[config.mk]
export PLATFORM = sky130hd
export DESIGN_NAME = param_serializer
export DESIGN_NICKNAME = d
export VERILOG_FILES = /design/src/rtl/ser_pkg.sv /design/src/rtl/ser_parity_gen.sv /design/src/rtl/param_serializer.sv
export SDC_FILE = /design/constraint.sdc
export NUM_CORES = 1
export LEC_CHECK = 0
export CORE_ASPECT_RATIO = 1.5
export CORE_UTILIZATION = 40
export CTS_BUF_LIST = sky130_fd_sc_hd__clkbuf_8 sky130_fd_sc_hd__clkbuf_16
export CTS_CLUSTER_SIZE = 8
export DETAILED_ROUTE_END_ITERATION = 8
export GPL_TIMING_DRIVEN = 0
export PLACE_DENSITY = 0.73
export REMOVE_ABC_BUFFERS = 1
export SLEW_MARGIN = 30
export SYNTH_ARGS = -nofsm -noshare
export SYNTH_HDL_FRONTEND = slang
export SYNTH_SLANG_ARGS = --single-unit
[constraint.sdc]
create_clock -name CLK -period 2.1 [get_ports CLK]
set_input_delay 0.21 -clock CLK [delete_from_list [all_inputs] [get_ports CLK]]
set_output_delay 0.21 -clock CLK [all_outputs]
set_load 0.01 [all_outputs]
[src/rtl/ser_pkg.sv]
// rtl/ser_pkg.sv - shared FSM state type and count-width helper for param_serializer
package ser_pkg;

    typedef enum logic {
        IDLE  = 1'b0,
        SHIFT = 1'b1
    } ser_state_e;

    // Width of the bit counter; never below one bit so the counter stays a real register
    function automatic int cnt_width(input int width);
        return (width > 1) ? $clog2(width) : 1;
    endfunction

endpackage

[src/rtl/ser_parity_gen.sv]
// rtl/ser_parity_gen.sv - parity bit captured when a word is loaded into the serializer
module ser_parity_gen #(
    parameter int DATA_WIDTH = 8,
    parameter int PARITY_ODD = 0
) (
    input  logic                  clk,
    input  logic                  rst,
    input  logic                  load,
    input  logic [DATA_WIDTH-1:0] data,
    output logic                  par_bit
);

    localparam logic ODD_SEL = (PARITY_ODD != 0);

    always_ff @(posedge clk) begin
        if (rst) begin
            par_bit <= 1'b0;
        end else if (load) begin
            par_bit <= (^data) ^ ODD_SEL;
        end
    end

endmodule

[src/rtl/param_serializer.sv]
// rtl/param_serializer.sv - parallel-to-serial shifter with back-to-back loads; SER_PARITY_EN adds Par_bit
module param_serializer
    import ser_pkg::*;
#(
    parameter int DATA_WIDTH = 8,
    parameter int PARITY_ODD = 0
) (
    input  logic                  CLK,
    input  logic                  RST,
    input  logic [DATA_WIDTH-1:0] P_DATA,
    input  logic                  Data_Valid,
    input  logic                  Msb_first,
    input  logic                  Ser_en,
    output logic                  Ready,
    output logic                  Busy,
    output logic                  Ser_data,
    output logic                  Ser_done
`ifdef SER_PARITY_EN
    ,
    output logic                  Par_bit
`endif
);

    localparam int CW = cnt_width(DATA_WIDTH);
    localparam logic [CW-1:0] LAST_CNT = CW'(DATA_WIDTH - 1);

    ser_state_e            state_q;
    ser_state_e            state_d;
    logic [DATA_WIDTH-1:0] shreg_q;
    logic [CW-1:0]         cnt_q;
    logic                  msb_q;
    logic                  load;
    logic                  shift;
    logic                  last_shift;

    always_comb begin
        state_d    = state_q;
        Ready      = 1'b0;
        shift      = 1'b0;
        last_shift = 1'b0;
        case (state_q)
            IDLE: begin
                Ready = 1'b1;
            end
            SHIFT: begin
                shift      = Ser_en;
                last_shift = Ser_en && (cnt_q == LAST_CNT);
                Ready      = last_shift;
            end
            default: begin
                state_d = IDLE;
            end
        endcase
        load = Data_Valid && Ready;
        // A load on the final shift keeps us in SHIFT so the next word follows with no gap
        if (load) begin
            state_d = SHIFT;
        end else if (last_shift) begin
            state_d = IDLE;
        end
    end

    always_ff @(posedge CLK) begin
        if (RST) begin
            state_q <= IDLE;
        end else begin
            state_q <= state_d;
        end
    end

    always_ff @(posedge CLK) begin
        if (RST) begin
            shreg_q  <= '0;
            cnt_q    <= '0;
            msb_q    <= 1'b0;
            Ser_data <= 1'b0;
            Ser_done <= 1'b0;
        end else begin
            Ser_done <= last_shift;
            if (shift) begin
                Ser_data <= msb_q ? shreg_q[DATA_WIDTH-1] : shreg_q[0];
            end
            if (load) begin
                shreg_q <= P_DATA;
                msb_q   <= Msb_first;
                cnt_q   <= '0;
            end else if (shift) begin
                shreg_q <= msb_q ? (shreg_q << 1) : (shreg_q >> 1);
                cnt_q   <= last_shift ? '0 : cnt_q + CW'(1);
            end
        end
    end

    assign Busy = (state_q == SHIFT);

`ifdef SER_PARITY_EN
    ser_parity_gen #(
        .DATA_WIDTH (DATA_WIDTH),
        .PARITY_ODD (PARITY_ODD)
    ) u_parity (
        .clk     (CLK),
        .rst     (RST),
        .load    (load),
        .data    (P_DATA),
        .par_bit (Par_bit)
    );
`else
    logic unused_parity_cfg;
    assign unused_parity_cfg = (PARITY_ODD != 0);
`endif

endmodule
==> metrics.md <==
| Metric | Value |
|---|---|
| Run status | `complete, no violations` |
| Reg area | `300 sq um` |
| Yosys top cell by area | `dfxtp_1` |
| Area share of the leading cell type in the synthesized netlist | `36.6%` |
| Largest family of logic cells by synthesized area | `compound AO/OA/AOI/OAI gates` |
| Initial Util | `43.7%` |
| Total CTS buffers | `3` |
| Initial DRC Count | `23` |
| Yosys warns | `0` |
| Slowest cell delay on critical path | `0.47 ns` |
| Synth cell types | `27` |
| Die Ht | `57.5 microns` |
| H-tree levels | `1` |
| Tmin final | `1.96 ns` |
| Hold Path Class | `flop to flop` |
| Clk_lat worst skew | `0.25 ns` |
| Xor and xnor area share after synthesis | `0%` |
| Worst Hold Path EP | `cnt_q[1]` |
| Clock buffer depth | `2` |
| Register area share after synthesis | `36.6%` |
| DRT antenna net count | `0` |
| Post-synthesis register bit count | `15` |
| CP Cell Sequence | `ha_1 -> ha_1 -> a21bo_4 -> clkdlybuf4s50_1` |
| Clk pin slew, worst setup/hold paths | `0.06 ns` |
| Number of flops mapped to enable cells by yosys | `0` |
| Reg-to-Reg End | `shreg_q[3]` |
| Most used cell, CP | `ha_1` |
| Vias in the first global route | `635` |
| Placed inst area | `935 sq um` |
| DR WL/cell | `13.6 microns` |
| FF-to-FF Start | `cnt_q[0]` |
| Crit path max fanout | `6` |
| Met2 Usage GRT | `26.2%` |
| Synth Area in Compound Gates | `25.8%` |
| Measured slew at the worst slew-check pin | `0.716 ns` |
| Core Util, Final | `53.0%` |
| Total power | `665 uW` |
| Levels on crit path | `4` |
| Fill cell count | `179` |
| Routed Wire Length | `1660 microns` |
| GRT met3 Usage | `3.50%` |
| Post-layout instance area | `995 sq um` |
| Top cells by count, synth | `a21oi_1, dfxtp_1, mux2i_1` |
| CP endpoint kind | `output port` |
| Clock Sinks | `15` |
| Pins Over Slew Limit | `0` |
| GRT Total Usage | `17.6%` |
| Die area | `2240 sq um` |
| Slowest-stage cell, CP | `clkdlybuf4s50_1` |
| Largest net degree at the start of global routing | `22` |
| CP Class | `flop to output port` |
| Final hold viol count | `0` |
| Core Area | `1880 sq um` |
| Async SR Flop Fraction | `0%` |
| Primary FF master, synth | `dfxtp_1` |
| Initial antenna violation count | `0` |
| Most Crowded Layer GR | `met2` |
| WP buf/inv | `1` |
| Routability congestion estimate | `0.743` |
| Mux cell area share after synthesis | `11.0%` |
| Worst EP arrival | `1.75 ns` |
| Worst VDD drop | `0.000292 V` |
| CP delay by family, top | `buffers and inverters` |
| DP Wirelength | `1080 microns` |
| Hold Path Cell Cnt | `2` |
| Grt ovf | `0` |
| Max_cap viols | `0` |
| Total leakage power | `0.353 nW` |
| Die width | `39.0 microns` |
| Synth Area in Simple Gates | `13.9%` |
| Worst rel slew slack | `52.1%` |
| IO Port Bufs | `16` |
| Synth Instances | `89` |
| Pre-Repair DR Iteration Count | `4` |
| Via count | `697` |
| Setup Skew | `0.00566 ns` |
| Worst setup SP type | `flop` |
| Final period util | `93.1%` |
| Nets | `117` |
| Met1 usage in global routing | `22.9%` |
| # DRC | `0` |
| CTS tree | `done` |
| First-pass GRT wire length | `2810 microns` |
| Number of cells on the worst reg-to-reg path | `6` |
| Placement Rows | `19` |
| Achievable Freq | `511 MHz` |
| RSZ-0062 raised after global routing | `no` |
| Multi-input gate area | `447 sq um` |
| Num ports | `17` |
| Area Growth Syn to Fin | `21.2%` |
| Top cells by area, synth | `dfxtp_1, mux2i_1, a21oi_1, a221o_1, nand3_1` |
| Pwr dens | `668 nW/um^2` |
| WP data required | `1.89 ns` |
| Hold Startpoint | `cnt_q[1]` |
| Via-to-Cell Ratio | `5.71` |
| Synth Area in Adders | `3.05%` |
| Layout cells sized above 1 | `6.93%` |
| Avg Inst Size Synth | `9.22 sq um` |
| Worst reg-to-reg setup slack | `0.30 ns` |
| # hold bufs at CTS | `0` |
| Synth Cell Area | `821 sq um` |
| ANT cells | `0` |
| Root Buffer | `clkbuf_8` |
| Final setup fails | `0` |
## cells in the final DEF (no fill, tap or decap), types with 2 or more instances in the layout
master	n
inv_1	2
clkdlybuf4s50_1	16
nor2_1	3
ha_1	2
dfxtp_1	15
nand2_1	6
a21oi_1	15
a221o_1	6
mux2i_1	9
nand3_1	7
clkbuf_8	3
## worst max path at each step
stage	endpoint	startpoint
global route	Ready	cnt_q[0]
CTS	Ready	cnt_q[0]
finish	Ready	cnt_q[0]
detailed placement	Ready	Ser_en
global placement	Ready	Ser_en
floorplan	shreg_q[2]	cnt_q[0]
## stage by stage
step / setup WS [ns] / setup TNS (ns) / cells / hold slack (ns)
after floorplan: 0.428 / 0 / 80 / 0.272
after global placement: -0.198 / -0.198 / 117 / 0.444
after detailed placement: -0.211 / -0.211 / 117 / 0.457
after CTS: 0.142 / 0 / 122 / 0.466
after global routing: 0.0616 / 0 / 122 / 0.516
final: 0.145 / 0 / 122 / 0.464
## tightest hold or removal path, cell delays in order, from the launching register on
cell	delay [ns]
dfxtp_1	0.31
nand2_1	0.05
a21oi_1	0.05
## power breakdown
group	switching [mW]	total, mW	internal, mW
Combinational	0.0497	0.113	0.0636
Clock	0.0992	0.230	0.131
Sequential	0.0199	0.321	0.301
## layout make-up
type | instances | share of cell area, %
Tap cell | 21 | 2.64
Sequential cell | 15 | 30.2
Timing Repair Buffer | 17 | 16.9
Inverter | 2 | 0.755
Clock buffer | 3 | 4.15
Clock inverter | 1 | 0.503
Multi-Input combinational cell | 63 | 44.9
## registers in the layout, indices dropped and copies added, names as in the netlist
name / count
msb_q: 1
shreg_q: 8
cnt_q: 3
Ser_data: 1
Busy: 1
Ser_done: 1
## routing by layer
metal	vias to the layer above	part of all wire, %	routed length [microns]
li1	355	-	-
met1	319	44	732
met2	19	50	832
met3	4	3.4	57
met4	0	2.2	36
met5	-	0	0
## cell families after synthesis
logic type,Yosys count
simple gates,22
buf+inv,11
compound gates,30
fa+ha+maj,2
flops,15
mux,9
## timing repair
| item | 4_1_cts | 5_1_grt |
|---|---|---|
| endpoints found under the setup margin | 1 | 0 |
| gates resized for setup | 2 | 0 |
| buffers inserted | 1 | 0 |
(Power assumes the default switching activity.)
